--- config.mk ---
export PLATFORM = sky130hd
export DESIGN_NAME = instr_fetch_queue_flat
export DESIGN_NICKNAME = d
export VERILOG_FILES = /design/src/rtl/instr_fetch_queue_if.sv /design/src/rtl/instr_fetch_queue.sv /design/src/flat_wrapper.sv
export SDC_FILE = /design/constraint.sdc
export NUM_CORES = 1
export LEC_CHECK = 0
export CORE_UTILIZATION = 56
export CTS_CLUSTER_SIZE = 20
export DETAILED_ROUTE_END_ITERATION = 6
export PLACE_DENSITY = 0.81
export SYNTH_ARGS = -nofsm -noshare
export SYNTH_HDL_FRONTEND = slang
export SYNTH_SLANG_ARGS = --single-unit
--- constraint.sdc ---
create_clock -name clk -period 3 [get_ports clk]
set_clock_uncertainty 0.05 [all_clocks]
set_input_delay 0.6 -clock clk [delete_from_list [all_inputs] [get_ports clk]]
set_output_delay 0.6 -clock clk [all_outputs]
set_load 0.005 [all_outputs]
--- src/rtl/instr_fetch_queue_if.sv ---
// Fetch-unit bundle: instruction-memory request/grant/response channel plus the core-side queue head and redirect.
// master = fetch unit, slave = memory/core environment.
interface instr_fetch_queue_if #(
  parameter int ADDR_W = 8,
  parameter int DATA_W = 32
);
  logic              imem_req;
  logic [ADDR_W-1:0] imem_addr;
  logic              imem_gnt;
  logic              imem_rvalid;
  logic [DATA_W-1:0] imem_rdata;
  logic              instr_valid;
  logic [DATA_W-1:0] instr;
  logic [ADDR_W-1:0] instr_pc;
  logic              instr_ready;
  logic              redirect;
  logic [ADDR_W-1:0] redirect_pc;
  logic              busy;

  modport master (
    output imem_req, imem_addr, instr_valid, instr, instr_pc, busy,
    input  imem_gnt, imem_rvalid, imem_rdata, instr_ready, redirect, redirect_pc
  );

  modport slave (
    input  imem_req, imem_addr, instr_valid, instr, instr_pc, busy,
    output imem_gnt, imem_rvalid, imem_rdata, instr_ready, redirect, redirect_pc
  );
endinterface

--- src/rtl/instr_fetch_queue.sv ---
// Sequential fetch into a DEPTH-entry in-order queue; head valid the edge after imem_rvalid.
// Requests stall when queue+outstanding or outstanding+drop credit runs out; a redirect flushes and drops in-flight data.
module instr_fetch_queue #(
  parameter int                ADDR_W   = 8,
  parameter int                DATA_W   = 32,
  parameter int                DEPTH    = 4,
  parameter int                MAX_OUT  = 4,
  parameter logic [ADDR_W-1:0] RESET_PC = '0,
  parameter int                PC_STEP  = 4
) (
  input logic                 clk,
  input logic                 rst,
  instr_fetch_queue_if.master bus
);
  localparam int QPW   = $clog2(DEPTH);
  localparam int CNT_W = $clog2(DEPTH + 1);
  localparam int OUT_W = $clog2(MAX_OUT + 1);
  localparam int TPW   = (MAX_OUT > 1) ? $clog2(MAX_OUT) : 1;
  localparam int SUM_W = ((CNT_W > OUT_W) ? CNT_W : OUT_W) + 1;

  logic [ADDR_W-1:0] fetch_pc;
  logic [CNT_W-1:0]  count;
  logic [QPW-1:0]    rd_ptr;
  logic [QPW-1:0]    wr_ptr;
  logic [OUT_W-1:0]  outstanding;
  logic [OUT_W-1:0]  drop;
  logic [TPW-1:0]    tag_rd;
  logic [TPW-1:0]    tag_wr;

  logic [DATA_W-1:0] q_word  [DEPTH];
  logic [ADDR_W-1:0] q_pc    [DEPTH];
  logic [ADDR_W-1:0] tag_mem [MAX_OUT];

  logic req_vld;
  logic head_vld;
  logic grant;
  logic resp_drop;
  logic resp_live;
  logic resp_ok;
  logic push;
  logic pop;

  function automatic logic [TPW-1:0] tag_inc(input logic [TPW-1:0] p);
    return (p == TPW'(MAX_OUT - 1)) ? '0 : p + 1'b1;
  endfunction

  always_comb begin
    req_vld   = !bus.redirect
                && ((SUM_W'(count) + SUM_W'(outstanding)) < SUM_W'(DEPTH))
                && ((SUM_W'(outstanding) + SUM_W'(drop)) < SUM_W'(MAX_OUT));
    head_vld  = (count != '0);
    grant     = req_vld && bus.imem_gnt;
    resp_drop = bus.imem_rvalid && (drop != '0);
    resp_live = bus.imem_rvalid && (drop == '0) && (outstanding != '0);
    resp_ok   = resp_drop || resp_live;
    push      = resp_live && !bus.redirect;
    pop       = head_vld && bus.instr_ready && !bus.redirect;
  end

  // rst only masks the port; internal state is held in reset anyway, so grant needs no gating.
  assign bus.imem_req    = rst && req_vld;
  assign bus.imem_addr   = fetch_pc;
  assign bus.instr_valid = head_vld;
  assign bus.instr       = head_vld ? q_word[rd_ptr] : '0;
  assign bus.instr_pc    = head_vld ? q_pc[rd_ptr] : '0;
  assign bus.busy        = (outstanding != '0) || (drop != '0);

  always_ff @(posedge clk or negedge rst) begin
    if (!rst) begin
      fetch_pc    <= RESET_PC;
      count       <= '0;
      rd_ptr      <= '0;
      wr_ptr      <= '0;
      outstanding <= '0;
      drop        <= '0;
      tag_rd      <= '0;
      tag_wr      <= '0;
    end else begin
      // Tags track every issued request, dropped or live, so they pop on any accepted response.
      if (grant)   tag_wr <= tag_inc(tag_wr);
      if (resp_ok) tag_rd <= tag_inc(tag_rd);

      if (bus.redirect) begin
        fetch_pc    <= bus.redirect_pc;
        outstanding <= '0;
        drop        <= drop + outstanding - OUT_W'(resp_ok);
        count       <= '0;
        rd_ptr      <= '0;
        wr_ptr      <= '0;
      end else begin
        if (grant) fetch_pc <= fetch_pc + ADDR_W'(PC_STEP);
        outstanding <= outstanding + OUT_W'(grant) - OUT_W'(resp_live);
        drop        <= drop - OUT_W'(resp_drop);
        if (push) wr_ptr <= wr_ptr + 1'b1;
        if (pop)  rd_ptr <= rd_ptr + 1'b1;
        count <= count + CNT_W'(push) - CNT_W'(pop);
      end
    end
  end

  always_ff @(posedge clk) begin
    if (push) begin
      q_word[wr_ptr] <= bus.imem_rdata;
      q_pc[wr_ptr]   <= tag_mem[tag_rd];
    end
    if (grant) tag_mem[tag_wr] <= fetch_pc;
  end
endmodule

--- src/flat_wrapper.sv ---
// flat-port wrapper written by rule: the top's interface ports become plain ports
module instr_fetch_queue_flat 
#(
  parameter int                ADDR_W   = 8,
  parameter int                DATA_W   = 32,
  parameter int                DEPTH    = 4,
  parameter int                MAX_OUT  = 4,
  parameter logic [ADDR_W-1:0] RESET_PC = '0,
  parameter int                PC_STEP  = 4
)
  (clk, rst, bus_imem_req, bus_imem_addr, bus_instr_valid, bus_instr, bus_instr_pc, bus_busy, bus_imem_gnt, bus_imem_rvalid, bus_imem_rdata, bus_instr_ready, bus_redirect, bus_redirect_pc);
  instr_fetch_queue_if #(.ADDR_W(ADDR_W), .DATA_W(DATA_W)) bus_i ();
  input logic clk;
  input logic rst;
  output wire logic [$bits(bus_i.imem_req)-1:0] bus_imem_req;
  output wire logic [$bits(bus_i.imem_addr)-1:0] bus_imem_addr;
  output wire logic [$bits(bus_i.instr_valid)-1:0] bus_instr_valid;
  output wire logic [$bits(bus_i.instr)-1:0] bus_instr;
  output wire logic [$bits(bus_i.instr_pc)-1:0] bus_instr_pc;
  output wire logic [$bits(bus_i.busy)-1:0] bus_busy;
  input wire logic [$bits(bus_i.imem_gnt)-1:0] bus_imem_gnt;
  input wire logic [$bits(bus_i.imem_rvalid)-1:0] bus_imem_rvalid;
  input wire logic [$bits(bus_i.imem_rdata)-1:0] bus_imem_rdata;
  input wire logic [$bits(bus_i.instr_ready)-1:0] bus_instr_ready;
  input wire logic [$bits(bus_i.redirect)-1:0] bus_redirect;
  input wire logic [$bits(bus_i.redirect_pc)-1:0] bus_redirect_pc;
  assign bus_imem_req = bus_i.imem_req;
  assign bus_imem_addr = bus_i.imem_addr;
  assign bus_instr_valid = bus_i.instr_valid;
  assign bus_instr = bus_i.instr;
  assign bus_instr_pc = bus_i.instr_pc;
  assign bus_busy = bus_i.busy;
  assign bus_i.imem_gnt = bus_imem_gnt;
  assign bus_i.imem_rvalid = bus_imem_rvalid;
  assign bus_i.imem_rdata = bus_imem_rdata;
  assign bus_i.instr_ready = bus_instr_ready;
  assign bus_i.redirect = bus_redirect;
  assign bus_i.redirect_pc = bus_redirect_pc;
  instr_fetch_queue #(.ADDR_W(ADDR_W), .DATA_W(DATA_W), .DEPTH(DEPTH), .MAX_OUT(MAX_OUT), .RESET_PC(RESET_PC), .PC_STEP(PC_STEP)) u_core (.clk(clk), .rst(rst), .bus(bus_i));
endmodule
### Yosys cells after proc, flatten, opt, wreduce, memory -nomap -nowiden

Memories as Yosys holds them, arrays and structs flattened.
Cells that the tools add are included.

| operators by class | value |
|---|---|
| $add $sub $neg | 14 |
| $lt $le $gt $ge | 2 |
| equal/unequal tests | 2 |
| mux-type cells | 17 |
| reductions and logical operators | 20 |

Operators with widths:

| operator | count |
|---|---|
| 32-bit 2-to-1 mux | 1 |
| 8-bit 2-to-1 mux | 3 |
| 2-bit 2-to-1 mux | 6 |
| 3-bit by 1-bit subtractor with 3-bit output | 4 |
| 1-bit logical AND | 10 |
| 3-bit 2-to-1 mux | 3 |
| 3-bit nonzero test | 3 |
| 2-bit by 1-bit adder with 2-bit output (second input constant) | 4 |
| 3-bit by 3-bit adder with 4-bit output | 2 |
| 8-bit by 3-bit adder with 8-bit output (second input constant) | 1 |
| 4-bit by 3-bit less-than comparator with 1-bit output (second input constant) | 2 |
| 3-bit by 1-bit adder with 3-bit output | 2 |
| 2-bit nonzero test | 3 |
| 2-bit equality test (second input constant) | 2 |
| 1-bit 2-to-1 mux | 4 |
| 3-bit adder | 1 |
| 3-bit zero test | 1 |
| 1-bit logical OR | 2 |
| 1-bit zero test | 1 |

| word-level totals | value |
|---|---|
| register bits | 25 |
| RAM bits | 192 |
| bits of input ports | 46 |
| logic and storage cells | 66 |
| memories kept | 3 |

Memory list:

| memory | depth | width | read ports | clocked after Yosys merged registers in | write ports | line | RTL |
|---|---|---|---|---|---|---|---|
| u_core.q_word | 4 | 32 | 1 | 0 | 1 | instr_fetch_queue.sv:30 | `logic [DATA_W-1:0] q_word [DEPTH];` |
| u_core.q_pc | 4 | 8 | 1 | 0 | 1 | instr_fetch_queue.sv:31 | `logic [ADDR_W-1:0] q_pc [DEPTH];` |
| u_core.tag_mem | 4 | 8 | 1 | 0 | 1 | instr_fetch_queue.sv:32 | `logic [ADDR_W-1:0] tag_mem [MAX_OUT];` |

### Logic depth before layout (Yosys ltp)

Gate-level depths: netlist of the first run.

| logic depth | value |
|---|---|
| depth in word-level cells | 8 |
| gate-level depth with buffers | 12 |
| depth with buffers taken out | 10 |

### Least setup slack after synthesis of the first run

OpenSTA, ideal clock, no wires.

| timing path | value |
|---|---|
| path type | register to register |
| from | register u_core.drop[0] |
| to | memory u_core.q_pc[0][0], enable pin |
| setup time | 0.401 ns |
| data arrival time | 2.129 ns |
| required time | 2.549 ns |
| path slack | 0.420 ns |
| cell stages (with the launch flop) | 6 |
| path buffers | 1 |
| period minus slack after synthesis | 2.580 ns |
| path through | dfrtp_1 nor3_1 and3b_1 clkbuf_2 and2b_1 and2_1 |

| between the ends | value |
|---|---|
| cells in the longest elaborated chain, start to end | 6 |

Ends and longest elaborated chain:

| element | line | RTL |
|---|---|---|
| start, declared | instr_fetch_queue.sv:26 | `logic [OUT_W-1:0] drop;` |
| start signal, assigned | instr_fetch_queue.sv:86 | `drop <= drop + outstanding - OUT_W'(resp_ok);` |
| start signal, assigned | instr_fetch_queue.sv:93 | `drop <= drop - OUT_W'(resp_drop);` |
| 3-bit zero test | instr_fetch_queue.sv:54 | `resp_live = bus.imem_rvalid && (drop == '0) && (outstanding != '0);` |
| 1-bit logical AND (2 in a row) | instr_fetch_queue.sv:54 |  |
| 1-bit logical AND | instr_fetch_queue.sv:56 | `push = resp_live && !bus.redirect;` |
| 1-bit 2-to-1 mux | instr_fetch_queue.sv:102 | `if (push) begin` |
| 1-bit 2-to-1 mux (implied by the code) | instr_fetch_queue.sv:104 | `q_pc[wr_ptr] <= tag_mem[tag_rd];` |
| end, declared | instr_fetch_queue.sv:31 |  |

No other way between the ends.

### Worst setup path in the final report of the first run

| timing path | value |
|---|---|
| from | register u_core.rd_ptr[0] |
| to | output port bus_instr_pc[7] |

| between the ends | value |
|---|---|
| cells in the longest elaborated chain, start to end | 2 |

Ends and longest elaborated chain:

| element | line | RTL |
|---|---|---|
| start, declared | instr_fetch_queue.sv:23 | `logic [QPW-1:0] rd_ptr;` |
| start signal, assigned | instr_fetch_queue.sv:95 | `if (pop) rd_ptr <= rd_ptr + 1'b1;` |
| memory read 4 x 8 bit | n/a |  |
| 8-bit 2-to-1 mux | instr_fetch_queue.sv:65 | `assign bus.instr_pc = head_vld ? q_pc[rd_ptr] : '0;` |
| end, declared | flat_wrapper.sv:19 | `output wire logic [$bits(bus_i.instr_pc)-1:0] bus_instr_pc;` |

No other way between the ends.

==> results.md, run 1 <==
- Area after DPL: 10100 sq um
- Initial antenna violation count: 1
- Sw frac: 25.5%
- Hold buffer count at cts: 0
- Residual DRC count: 0
- Worst path bufs/invs: 3
- Vias per inst: 5.56
- Hold Path Class: input port to asynchronous set/reset pin
- Mapped Cells: 459
- Mapped Area: 8850 sq um
- Clock group share of total power: 29.9%
- Grt total ovfl: 0
- Peak VDD IR: 0.443 mV
- Register area share after synthesis: 72.2%
- Main flop type after synthesis: edfxtp_1
- Pwr Density: 764 nW/um^2
- Ordered cell list for the critical path: buf_12, buf_4, mux4_2, and2_1, clkdlybuf4s50_1
- Largest fanout on the critical path: 6
- CTS tree: done
- Final setup viols: 0
- Inserted Clock Buffers: 21
- CTS H-tree depth: 1
- DP HPWL: 9080 um
- Top Family by Delay on Critical Path: buffers and inverters
- CP Launch Type: flip-flop
- Vias in the first global route: 4709
- N_diodes: 0
- Met2 GRT Util: 35.5%
- Routed wire length: 16000 um
- Internal Power: 6.23 mW
- Max incr delay on CP: 0.48 ns
- Layout cells sized above 1: 19.5%
- Vias post-DR: 4456
- Initial Util: 57.8%
- Avg Inst Size Synth: 19.3 sq um
- Period utilization: 98.1%
- Number of synthesized flops with an enable pin: 192
- Fin. max-slew vios: 0
- Clk slew on worst S/H paths: 0.06 ns
- Worst-Skew Late Latency: 0.48 ns
- Layout Area Growth over Synthesis: 23.7%
- Initial DRT Pass Iterations: 4
- Total power: 8.36 mW
- Max cap viols: 0
- Pre-CTS WS: 0.135 ns
- Post-route ant nets: 0
- Netlist cell types: 38
- Setup TNS: 0 ns
- Highest clock rate: 0.340 GHz
- First-pass GRT wire length: 24600 um
- FP Rows: 45
- Warnings, synthesis: 0
- Min cycle time layout: 2.94 ns
- Setup ws final: 0.0576 ns
- Grt peak-use layer: met2
- Worst EP arrival: 2.29 ns
- Critical path class: flip-flop to output port
- Combinational Power Share: 25.3%
- CTS max path bufs: 3
- Final instance area: 10900 sq um
- Worst-margin pin slew: 0.585 ns
- NetSw: 2.13 mW
- Worst Setup End Kind: output port
- GRT Util Overall: 20.0%
- Die area: 16300 sq um
- Pin count of the biggest net entering global routing: 43
- Hold Violations, Final: 0
- 1st-iter DRT viols: 261
- Die X: 128 um
- Share of synthesized registers carrying an async set or reset: 11.5%
- GP Congestion: 0.782
- Worst Path Required: 2.35 ns
- Grt met3 use: 3.13%
- Clk sink count: 217
- Core Box Area: 15300 sq um
- Leak: 3.96 nW
- I/O pin count: 97
- Chip Height: 128 um
- Sequential power share: 44.8%
- Synth Register Bits: 217
- Drt wl/cell: 19.9 um
- Syn Nets: 531
- Nets@finish: 648
- Met1 Use GR: 26.4%
- IO Port Bufs: 96
- Critical path's slowest cell: mux4_2
- Slew headroom: 61.0%
- Root Buffer: clkbuf_16
- Status: finished, final reports clean
- Final Util: 71.5%
-- cells by family after synthesis --
logic type | after synthesis | synth area share (%)
flops | 217 | 72.2
mux | 56 | 13.2
simple gates | 94 | 6.22
fa+ha+maj | 26 | 3.93
buf+inv | 43 | 2.26
xor+xnor | 10 | 0.990
compound gates | 13 | 1.17
-- metrics by stage --
step                hold WS, ns  cells
finish                    0.481    802
global route              0.526    802
global placement          0.495    755
CTS                       0.490    793
detailed placement        0.497    755
floorplan                 0.254    459
-- cell usage after synthesis, types with 2 or more instances --
library cell / instances / area, sq um
buf_1: 2 / 7.51
clkbuf_1: 7 / 26.3
fa_1: 3 / 60.1
nand3_1: 6 / 30.0
or3b_2: 3 / 26.3
buf_2: 6 / 30.0
dfrtp_1: 25 / 626
nor2_1: 14 / 52.6
nor2b_1: 4 / 25.0
mux2_2: 5 / 56.3
mux4_2: 48 / 1080
nor3_1: 4 / 20.0
a32oi_1: 4 / 35.0
inv_1: 20 / 75.1
nand2_1: 8 / 30.0
and2_1: 48 / 300
buf_4: 6 / 45.0
mux2i_1: 3 / 30.0
xor2_1: 5 / 43.8
xnor2_1: 5 / 43.8
ha_1: 23 / 288
edfxtp_1: 192 / 5770
o21ai_0: 3 / 15.0
-- per-layer routing --
layer | wire (um) | up-vias
li1 | - | 2016
met1 | 6750 | 2301
met2 | 8290 | 114
met3 | 662 | 23
met4 | 248 | 2
met5 | 11 | -
-- path summary, 6_finish.rpt --
check	startpoint	endpoint	slack [ns]	depth (start not counted)
min in group clk	u_core.bus.imem_addr[0]$_DFFE_PN0P_	u_core.tag_mem[0][0]$_DFFE_PP_	0.51	0
max	u_core.rd_ptr[0]$_DFFE_PN0P_	bus_instr_pc[7]	0.06	5
min	rst	u_core.drop[0]$_DFF_PN0_	0.48	2
max reg2reg	u_core.drop[0]$_DFF_PN0_	u_core.outstanding[2]$_DFF_PN0_	0.47	10
max in group asynchronous	rst	u_core.outstanding[1]$_DFF_PN0_	2.14	2
min reg2reg	u_core.bus.imem_addr[0]$_DFFE_PN0P_	u_core.tag_mem[0][0]$_DFFE_PP_	0.51	0
-- cell type report --
cell class	count	area (sq um)
fill	943	4370
clock inverter	13	120
inverter	20	75.1
timing repair buffer	117	1290
multi-input combinational	199	2260
sequential	217	6390
tap	211	264
clock buffer	25	541
-- cells in the final DEF (no fill, tap or decap), drive strengths merged, types with 2 or more instances in the layout --
master / instances
edfxtp: 192
clkdlybuf4s50: 82
mux4: 48
and2: 48
clkbuf: 26
dfrtp: 25
ha: 23
inv: 21
buf: 20
nor2: 14
dlymetal6s2s: 13
nand2: 8
clkinv: 8
nand3: 6
xor2: 5
xnor2: 5
mux2: 5
nor3: 4
nor2b: 4
a32oi: 4
or3b: 4
mux2i: 3
o21ai: 3
fa: 3
clkinvlp: 2
bufinv: 2
o2111a: 2
-- power by group through the flow --
stage / registers (mW) / clock network [mW] / logic (mW)
6_report: 3.74 / 2.50 / 2.12
3_3_place_gp: 3.78 / 0 / 1.93
5_1_grt: 3.77 / 2.69 / 2.32
4_1_cts: 3.74 / 2.56 / 2.02
2_1_floorplan: 3.70 / 0 / 1.25
3_5_place_dp: 3.80 / 0 / 1.99
-- sequential cells by signal, summed over array words and instances, names as in the netlist --
name                  count
u_core.q_word           128
u_core.q_pc              32
u_core.tag_mem           32
u_core.bus.imem_addr      8
u_core.count              3
u_core.drop               3
u_core.outstanding        3
u_core.rd_ptr             2
u_core.tag_rd             2
u_core.tag_wr             2
u_core.wr_ptr             2
-- repair_timing --
item | CTS | global route
buffers inserted | 0 | 7
cloned | 0 | 2
resized for setup | 3 | 21
endpoints found under the setup margin | 16 | 19
(Power assumes the default switching activity.)
==> inputs of run 2 (changes only) <==
Settings changed: CORE_UTILIZATION 56 to 51, PLACE_DENSITY 0.81 to 0.78.
Clock period 3 ns to 2.6 ns, I/O delays scaled along.
==> run 2 against run 1 <==
Count of clock-buffer cells in the layout grew 3. Combinational power grew 26%. Final cell count grew 3.1%. Global-route usage shrank 1.9 points. Critical path type unchanged. Critical path depth is the same. Hold slack lost 0.087 ns.
==> results.md, run 2 (same netlist as run 1, synthesis figures left out) <==
- Clk slew on worst S/H paths: 0.06 ns (about the same)
- Post-route ant nets: 0 (unchanged)
- Critical path class: flip-flop to output port
- Clk sink count: 217 (unchanged)
- Max FFs per register: 128 (unchanged)
- Worst Path Required: 2.03 ns (-0.32 ns)
- Initial antenna violation count: 0 (-1)
- GP Congestion: 0.790 (+1.0%)
- Nets@finish: 662 (+2.2%)
- Routed wire length: 16600 um (+4.1%)
- Hold Violations, Final: 0 (unchanged)
- Inserted Clock Buffers: 23 (+9.5%)
- Worst Setup End Kind: output port
- WL met1: 6900 um (+2.1%)
- Worst-margin pin slew: 0.604 ns (+0.0189 ns)
- Pwr Density: 905 nW/um^2 (+18%)
- Worst EP arrival: 2.00 ns (-0.29 ns)
- Root Buffer: clkbuf_16
- Status: finished, final reports clean
- FF/Latch Area: 6400 sq um (about the same)
- Residual DRC count: 0 (unchanged)
- Fillers: 1159 (+23%)
- FP Rows: 47 (+4.4%)
- Vias in the first global route: 4819 (+2.3%)
- CP Capture Point: bus_instr[8]
- Core Box Area: 16800 sq um (+9.4%)
- Placed cells: 771 (+2.1%)
- Final Instance Count excl. Fillers: 827 (+3.1%)
- Leak: 3.97 nW (+0.12%)
- Largest Register: u_core.q_word
- Met3 wire length: 783 um (+18%)
- CTS max path bufs: 3 (unchanged)
- Largest registers: u_core.q_word (128), u_core.q_pc (32), u_core.tag_mem (32)
- Reg2Reg Depth: 9 (-1)
- Pin count of the biggest net entering global routing: 43 (unchanged)
- Die X: 134 um (+4.7%)
- IO Port Bufs: 96 (unchanged)
- GRT Util Overall: 18.1% (-1.9 points)
- Worst setup path start: u_core.rd_ptr[0]$_DFFE_PN0P_
- CTS tree: done
- Fin. max-slew vios: 0 (unchanged)
- R2R setup slack: 0.18 ns (-0.29 ns)
- Top routing layer in use: met4
- First-pass GRT wire length: 24800 um (+0.59%)
- Die area: 17900 sq um (+9.7%)
- Hold Path Class: input port to asynchronous set/reset pin
- Layout Area Growth over Synthesis: 25.8%
- Worst R2R End: u_core.outstanding[2]$_DFF_PN0_
- FF-to-FF Start: u_core.outstanding[2]$_DFF_PN0_
- Most frequent cells in the layout: edfxtp_1, clkdlybuf4s50_1, mux4_2, clkbuf_2, clkbuf_16
- Period utilization: 99.0%
- Leading cell type in the layout, fill and taps excluded: edfxtp_1
- Wire length on met2: 8830 um (+6.4%)
- CTS H-tree depth: 1 (unchanged)
- Final setup viols: 0 (unchanged)
- Drt wl/cell: 20.1 um (+0.91%)
- Worst-Skew Late Latency: 0.49 ns (about the same)
- Slew headroom: 59.7% (-1.3 points)
- I/O pin count: 97 (unchanged)
- Largest fanout on the critical path: 8 (+2)
- CP Launch Type: flip-flop
- Initial DRT Pass Iterations: 6 (+2)
- Multi-input logic area: 2370 sq um (+4.6%)
- Setup TNS: 0 ns (unchanged)
- Hold buffer count at cts: 0 (unchanged)
- Peak VDD IR: 0.547 mV (+23%)
- Grt total ovfl: 0 (unchanged)
- Max cap viols: 0 (unchanged)
- N_diodes: 0 (unchanged)
- 1st-iter DRT viols: 368 (+41%)
- Highest clock rate: 0.388 GHz
- DP HPWL: 9700 um (+6.8%)
- Chip Height: 134 um (+4.7%)
- Layout cells sized above 1: 34.8% (+15 points)
- Vias per inst: 5.43 (-2.3%)
- Min cycle time layout: 2.57 ns
- Vias post-DR: 4490 (+0.76%)
- Initial Util: 52.8% (-5.0 points)
[run 2: changes by cell type in the layout (fill, tap and decap cells not counted), sizes merged]
cell           before  now
clkbuf             26   68
clkdlybuf4s50      82   55
buf                20   33
dlymetal6s2s       13    0
clkinv              8   10
bufinv              2    1
[run 2: area by class of cell]
| class | count | area share (%) |
|---|---|---|
| clock buffer | 28 | 5.61 |
| clock inverter | 14 | 0.944 |
| inverter | 20 | 0.674 |
| multi-input combinational | 199 | 21.3 |
| sequential | 217 | 57.5 |
| tap | 220 | 2.47 |
| timing repair buffer | 129 | 11.6 |
[run 2: power breakdown]
group	internal, mW	switching [mW]
registers	4.09	0.238
clock network	1.81	1.26
logic	1.54	1.14
total	7.44	2.64
[run 2: routing by layer]
layer	GRT usage (%)	vias up
li1	-	2035
met1	23.1	2336
met2	32.1	110
met3	3.08	9
met4	4.61	0
met5	0	-
[run 2: what timing repair did]
action,in CTS,in global routing
setup buffers,3,4
hold endpoints to repair,0,0
gates cloned,0,7
setup endpoints to repair,42,41
resized for setup,120,46
pin swaps,19,1
[run 2: how the worst min path moves through the flow]
stage	from	end	slack, ns
after global routing	rst	u_core.drop[2]$_DFF_PN0_	0.42
after floorplan	rst	u_core.bus.imem_addr[0]$_DFFE_PN0P_	0.17
after CTS	rst	u_core.bus.imem_addr[7]$_DFFE_PN0P_	0.40
final	rst	u_core.drop[0]$_DFF_PN0_	0.39
after global placement	u_core.bus.imem_addr[1]$_DFFE_PN0P_	u_core.tag_mem[3][1]$_DFFE_PP_	0.49
after detailed placement	u_core.rd_ptr[1]$_DFFE_PN0P_	u_core.rd_ptr[1]$_DFFE_PN0P_	0.51
[run 2: stage by stage]
stage                     util [%]  power [mW]  area, sq um  setup WS (ns)  hold WS [ns]
after floorplan                  -        5.71         8850         0.0203         0.174
after global placement        61.1        6.62        10200         0.0565         0.492
after detailed placement      61.1        6.74        10200        -0.0972         0.511
after CTS                     66.1        9.92        11100         -0.107         0.402
after global routing          66.4        10.6        11100        -0.0306         0.422
final                         66.4        10.1        11100         0.0251         0.393
[run 2: critical path: stages (launching register included)]
cell and delay (ns):
dfrtp_2 0.38, buf_12 0.16, buf_6 0.15, mux4_2 0.51, and2_1 0.17, buf_2 0.13
